[src/rtl/sw_load_ctrl.sv]
// Search-window load controller: issues ROWS reference-memory reads per window and
// tracks the one-cycle-late buffer-chain shifts to flag valid candidate columns.
module sw_load_ctrl #(
   parameter int ROWS     = 23,
   parameter int FILL_LAT = 8,
   parameter int ADDR_W   = 10
) (
   input  logic              clk_i,
   input  logic              rst_n_i,
   input  logic              start_i,
   input  logic [ADDR_W-1:0] base_addr_i,
   input  logic              stall_i,
   output logic              rd_en_o,
   output logic [ADDR_W-1:0] rd_addr_o,
   output logic              shift_en_o,
   output logic              pe_valid_o,
   output logic [4:0]        cand_row_o,
   output logic              busy_o,
   output logic              done_o,
   output logic [1:0]        dbg_state_o
);

   localparam int CNT_W = (ROWS > 1) ? $clog2(ROWS) : 1;
   localparam logic [CNT_W-1:0] C_LAST = CNT_W'(ROWS - 1);
   localparam logic [CNT_W-1:0] C_FILL = CNT_W'(FILL_LAT - 1);

   typedef enum logic [1:0] {
      S_IDLE  = 2'd0,
      S_FETCH = 2'd1,
      S_DRAIN = 2'd2,
      S_DONE  = 2'd3
   } state_t;

   state_t            r_state;
   logic [ADDR_W-1:0] r_base;
   logic [CNT_W-1:0]  r_rd_cnt;
   logic [CNT_W-1:0]  r_sh_cnt;
   logic              r_shift;

   logic              w_issue;
   logic              w_pe;
   logic [CNT_W-1:0]  w_cand;

   assign w_issue = (r_state == S_FETCH) && !stall_i;
   assign w_pe    = r_shift && (r_sh_cnt >= C_FILL);
   assign w_cand  = r_sh_cnt - C_FILL;

   // The shift register models the memory's one-cycle read latency, so an issued
   // read always produces its shift even if stall_i rises in the next cycle.
   always_ff @(posedge clk_i or negedge rst_n_i) begin
      if (!rst_n_i) begin
         r_state  <= S_IDLE;
         r_base   <= '0;
         r_rd_cnt <= '0;
         r_sh_cnt <= '0;
         r_shift  <= 1'b0;
      end else begin
         r_shift <= w_issue;

         if (r_state == S_IDLE && start_i) begin
            r_sh_cnt <= '0;
         end else if (r_shift && r_sh_cnt != C_LAST) begin
            r_sh_cnt <= r_sh_cnt + 1'b1;
         end

         case (r_state)
            S_IDLE: begin
               if (start_i) begin
                  r_state  <= S_FETCH;
                  r_base   <= base_addr_i;
                  r_rd_cnt <= '0;
               end
            end
            S_FETCH: begin
               if (!stall_i) begin
                  if (r_rd_cnt == C_LAST) begin
                     r_state <= S_DRAIN;
                  end else begin
                     r_rd_cnt <= r_rd_cnt + 1'b1;
                  end
               end
            end
            S_DRAIN: begin
               if (r_shift && r_sh_cnt == C_LAST) begin
                  r_state <= S_DONE;
               end
            end
            S_DONE: begin
               r_state <= S_IDLE;
            end
            default: r_state <= S_IDLE;
         endcase
      end
   end

   // Address wraps naturally in ADDR_W bits.
   assign rd_en_o     = w_issue;
   assign rd_addr_o   = r_base + ADDR_W'(r_rd_cnt);
   assign shift_en_o  = r_shift;
   assign pe_valid_o  = w_pe;
   assign cand_row_o  = w_pe ? 5'(w_cand) : 5'd0;
   assign busy_o      = (r_state != S_IDLE);
   assign done_o      = (r_state == S_DONE);
   assign dbg_state_o = r_state;

endmodule

[config.mk]
export PLATFORM = sky130hd
export DESIGN_NAME = sw_load_ctrl
export DESIGN_NICKNAME = d
export VERILOG_FILES = /design/src/rtl/sw_load_ctrl.sv
export SDC_FILE = /design/constraint.sdc
export NUM_CORES = 1
export LEC_CHECK = 0
export BUFFER_PORTS_ARGS = -buffer_cell sky130_fd_sc_hd__buf_2
export CAP_MARGIN = 30
export CORE_ASPECT_RATIO = 0.5
export CORE_UTILIZATION = 30
export DETAILED_ROUTE_END_ITERATION = 6
export HOLD_SLACK_MARGIN = 0.15
export PLACE_DENSITY_LB_ADDON = 0.08
export SETUP_SLACK_MARGIN = 0.05
export SYNTH_ARGS = -nofsm -noshare
export SYNTH_HDL_FRONTEND = slang
export SYNTH_SLANG_ARGS = --single-unit
[constraint.sdc]
create_clock -name clk_i -period 3.5 [get_ports clk_i]
set_clock_uncertainty 0.05 [all_clocks]
set_input_delay 0.35 -clock clk_i [delete_from_list [all_inputs] [get_ports clk_i]]
set_output_delay 0.35 -clock clk_i [all_outputs]
set_load 0.02 [all_outputs]
### After elaboration in Yosys (flattened, before gate mapping)

Index checks and enable logic that the tools add are counted.

| operators by class | value |
|---|---|
| reduce and logical (&&, ||, !) cells | 13 |
| $lt $le $gt $ge | 1 |
| mux-type cells | 12 |
| equality and inequality tests | 11 |
| $add $sub $neg | 4 |

Operators by type and width:

| kind | number |
|---|---|
| 5-bit two-way mux | 6 |
| 10-bit by 5-bit adder with 10-bit output | 1 |
| 5-bit by 1-bit adder with 5-bit output (second input constant) | 2 |
| 5-bit == test (second input constant) | 2 |
| 5-bit one-hot mux with 2 select lines | 1 |
| 2-bit two-way mux | 4 |
| 2-bit inequality test (second input constant) | 4 |
| 2-bit one-hot mux with 4 select lines | 1 |
| 4-bit AND reduction | 2 |
| 2-bit nonzero test | 3 |
| 5-bit by 3-bit >= comparator with 1-bit output (second input constant) | 1 |
| 1-bit logical AND | 5 |
| 5-bit inequality test (second input constant) | 1 |
| 5-bit by 3-bit subtractor with 5-bit output (second input constant) | 1 |
| 2-bit == test (second input constant) | 2 |
| 2-bit by 1-bit == test with 1-bit output (second input constant) | 1 |
| 2-bit zero test | 1 |
| 2-bit by 1-bit inequality test with 1-bit output (second input constant) | 1 |
| 2-bit AND reduction | 1 |
| 1-bit zero test | 1 |

| word-level totals | value |
|---|---|
| input port bits | 14 |
| bits in registers | 23 |
| logic and storage cells | 46 |

### Depth between registers and ports, before layout

| logic depth | value |
|---|---|
| word-level depth | 4 |
| mapped depth | 7 |
| depth with buffers taken out | 7 |

### Least setup slack after synthesis

Ideal clock, no wire load.

| path | value |
|---|---|
| path type | register to output |
| start | register r_rd_cnt[0] |
| end | output port rd_addr_o[8] |
| slack | 1.221 ns |
| buffers on the path | 0 |
| arrival time | 1.879 ns |
| required time | 3.100 ns |
| stages on the path, launching flop included | 8 |
| cells stage by stage | dfrtp_1 > ha_1 > inv_1 > fa_1 > or2b_1 > a21oi_1 > o211ai_1 > xnor2_1 |

| on the way | value |
|---|---|
| cells in the longest elaborated chain, start to end | 1 |

RTL lines:

| element | RTL line | text |
|---|---|---|
| start, declared | 36 | `logic [CNT_W-1:0] r_rd_cnt;` |
| start signal, assigned | 79 | `r_rd_cnt <= r_rd_cnt + 1'b1;` |
| 10-bit by 5-bit adder with 10-bit output | 98 | `assign rd_addr_o = r_base + ADDR_W'(r_rd_cnt);` |
| end, declared | 14 | `output logic [ADDR_W-1:0] rd_addr_o,` |

No other way between the ends.

### Final worst setup path

Same ends and word-level chain as after synthesis.

==> impl_metrics.py <==
metrics = {
    "critical_path": {
        "r2r_end": "r_sh_cnt[1]",
        "rr_worst_depth": 5,
        "arrival_ps": 2220,
        "worstPathRequired_ps": 3100,
        "crit_path_end": "rd_addr_o[8]",
        "cp_slowest_cell": "dfrtp_1",
        "reg2reg_slack_ps": 1630,
        "crit_start": "r_rd_cnt[0]",
        "crit_chain": "ha_1 > inv_1 > fa_1 > or2b_1 > a21oi_1 > o211ai_1 > xnor2_1 > buf_2",
        "cp-end-kind": "output port",
        "critPathMaxStageDelay_ps": 430,
        "crit_type": "reg2out",
        "start_kind": "flip-flop",
        "path_max_fanout": 6,
        "r2r_start": "dbg_state_o[0]",
    },
    "sta": {
        "tns_ps": 0,
        "min_period_ps": 2621,
        "fmax_mhz": 381.6,
        "setup_viol": 0,
        "max_slew_margin_pct": 53.93,
        "final_max_slew_viol_count": 0,
        "final_hold_viol_count": 0,
        "hold-worst-slack_ps": 214.4,
        "fin_crit_sh_pct": 74.88,
        "rsz0062_at_grt": "false",
        "setup_ws_ps": 879.3,
        "worstMarginPinSlew_ps": 685.2,
    },
    "routing": {
        "vias": 1210,
        "first_pass_iters": 4,
        "drc": 0,
        "drt-total-wl_mm": 3.281,
        "wire_per_inst_um": 12.20,
        "postRouteAntennaNets": 0,
        "vias_per_cell": 4.498,
        "drt_iter0_drc": 29,
    },
    "synthesis": {
        "synth.most_common_cell": "nand2_1",
        "syn_inst": 168,
        "synth_commonest_cells": "nand2_1 (30), dfrtp_1 (23), nor2_1 (14)",
        "ys_async_sr_fraction_pct": 100.0,
        "yosysTopAreaCell": "dfrtp_1",
        "syn_area_mm2": 0.001539,
        "ys_types": 40,
        "synth_warnings": 0,
        "synth_area_leaders": "dfrtp_1 (37%), ha_1 (11%), nand2_1 (7.3%)",
        "synth-seq-cells": 23,
        "synth.top_cell.area_share_pct": 37.40,
        "synth-seq-area-share_pct": 37.40,
        "ys.flop_type": "dfrtp_1",
        "syn-num-nets": 196,
        "synth_edf_count": 0,
        "avgSynthCellArea_um2": 9.161,
    },
    "clock_network": {
        "clk_pin_slew_ps": 90,
        "tritoncts": "done",
        "cts.sinks": 23,
        "cts_buffers": 3,
        "cts_resized": 0,
        "clock_path_buffers": 2,
        "cts_root_buf": "clkbuf_8",
        "clk_latency_ps": 270,
        "h-tree-depth": 1,
    },
    "die": {
        "coreArea_mm2": 0.004658,
        "rows": 17,
        "die_area_mm2": 0.005438,
        "die_h_um": 52.65,
        "initial_core_util_pct": 33.04,
        "io_pins": 36,
        "die_w_um": 103.3,
    },
    "cells_and_area": {
        "antenna_cells": 0,
        "finalNonFillerCells": 269,
        "n_fill_cell": 480,
        "area_growth_pct": 18.13,
        "layout-drive-gt1-share_pct": 22.17,
        "fin_nets": 232,
    },
    "power": {
        "power_leakage_uw": 0.0009611,
        "p_int_uw": 808.0,
        "p_per_area_mw_per_mm2": 852.4,
        "power_switching_share_pct": 47.86,
        "p_clk_share_pct": 10.9,
        "p_seq_share_pct": 32.5,
        "power_frac_comb_pct": 56.5,
        "switching_power_uw": 741.6,
        "max-vdd-ir-drop_v": 0.0004391,
    },
    "worst_hold_path": {
        "min_path_cells": 3,
        "hold_class": "in2reg",
    },
    "grt": {
        "antenna_found_initial": 0,
        "grt_pass1_wl_mm": 5.361,
        "grt_max_degree": 24,
        "grt_use_total_pct": 13.50,
        "grt_overflow_total": 0,
        "grt_pass1_vias": 1078,
    },
    "status": {
        "outcome": "finished, final reports clean",
    },
    "flow_run": {
        "maxCapViolCount": 0,
    },
    "place": {
        "dpl.cell_count": 264,
        "dp_hpwl_mm": 2.401,
        "pre_cts_ws_ps": 1169,
        "gp_congestion": 0.7200,
        "io_buffers": 35,
    },
}
-- layout make-up --
| type | count | area [um2] | area share (%) |
|---|---|---|---|
| clock buffer | 4 | 45.04 | 2.478 |
| inverter | 13 | 48.80 | 2.684 |
| tap | 66 | 82.58 | 4.542 |
| timing repair buffer | 36 | 185.2 | 10.19 |
| sequential | 23 | 575.6 | 31.66 |
| multi-input combinational | 127 | 880.8 | 48.45 |
-- how the worst min path moves through the flow --
stage	end	startpoint	slack, ps
floorplan	dbg_state_o[0]	rst_n_i	4
global placement	r_sh_cnt[3]	rst_n_i	330
detailed placement	r_sh_cnt[3]	rst_n_i	330
CTS	r_base[9]	base_addr_i[9]	210
global route	r_base[0]	base_addr_i[0]	220
finish	r_base[9]	base_addr_i[9]	210
-- worst max-delay path, delay by kind of cell (launching register included) --
family | cells | cell delay [ps]
xor+xnor | 1 | 140
flops | 1 | 430
fa+ha+maj | 2 | 590
compound gates | 2 | 300
simple gates | 1 | 250
buf+inv | 2 | 240
-- kinds of logic (layout without fill, tap and decap cells) --
logic type	after synthesis	in the layout	synth area share, %
XOR/XNOR	16	16	9.105
adder cells (fa/ha/maj)	14	14	11.87
AND/OR/NAND/NOR	65	65	21.79
multiplexers	4	4	2.683
AO/OA/AOI/OAI	28	28	11.79
flip-flops	23	23	37.40
buffers and inverters	18	53	5.366
-- repair_timing --
item / CTS / global route
hold buffers: 1 / 0
setup buffers: 0 / 0
hold endpoints to repair: 23 / 0
-- metal layers --
metal | wire length [um] | vias up | track usage [%]
li1 | - | 632 | -
met1 | 1872 | 549 | 20.52
met2 | 1229 | 27 | 18.00
met3 | 164 | 2 | 3.867
met4 | 14 | 0 | 3.521
met5 | 0 | - | 0
-- through the flow --
stage	total power [uW]	util, %	cell area [um2]
after floorplan	1162	-	1539
after global placement	1397	37.85	1763
after detailed placement	1393	37.85	1763
after CTS	1572	39.03	1818
after global routing	1698	39.03	1818
final	1550	39.03	1818
-- registers in the layout, indices dropped and copies added, names as in the netlist --
signal and count:
r_base 10, r_rd_cnt 5, r_sh_cnt 5, dbg_state_o 2
shift_en_o 1
-- power groups by stage --
stage | clock network, uW | registers, uW | logic (uW)
4_1_cts | 178 | 504 | 891
2_1_floorplan | 0 | 487 | 675
5_1_grt | 187 | 525 | 986
6_report | 170 | 504 | 876
3_3_place_gp | 0 | 506 | 891
3_5_place_dp | 0 | 508 | 886
-- placed cells by master, fill, tap and decap left out, types with 2 or more instances in the layout --
| cell type | n |
|---|---|
| buf_2 | 35 |
| nand2_1 | 30 |
| dfrtp_1 | 23 |
| nor2_1 | 14 |
| inv_1 | 13 |
| ha_1 | 13 |
| xnor2_1 | 11 |
| o21ai_0 | 7 |
| a21oi_1 | 6 |
| xor2_1 | 5 |
| nand3_1 | 4 |
| and2_1 | 4 |
| mux2i_1 | 3 |
| clkbuf_8 | 3 |
| a211oi_1 | 2 |
| o211ai_1 | 2 |
| nand4b_1 | 2 |
| a31oi_1 | 2 |
| nor3_1 | 2 |
No activity file was read; power rests on OpenSTA's default activity.
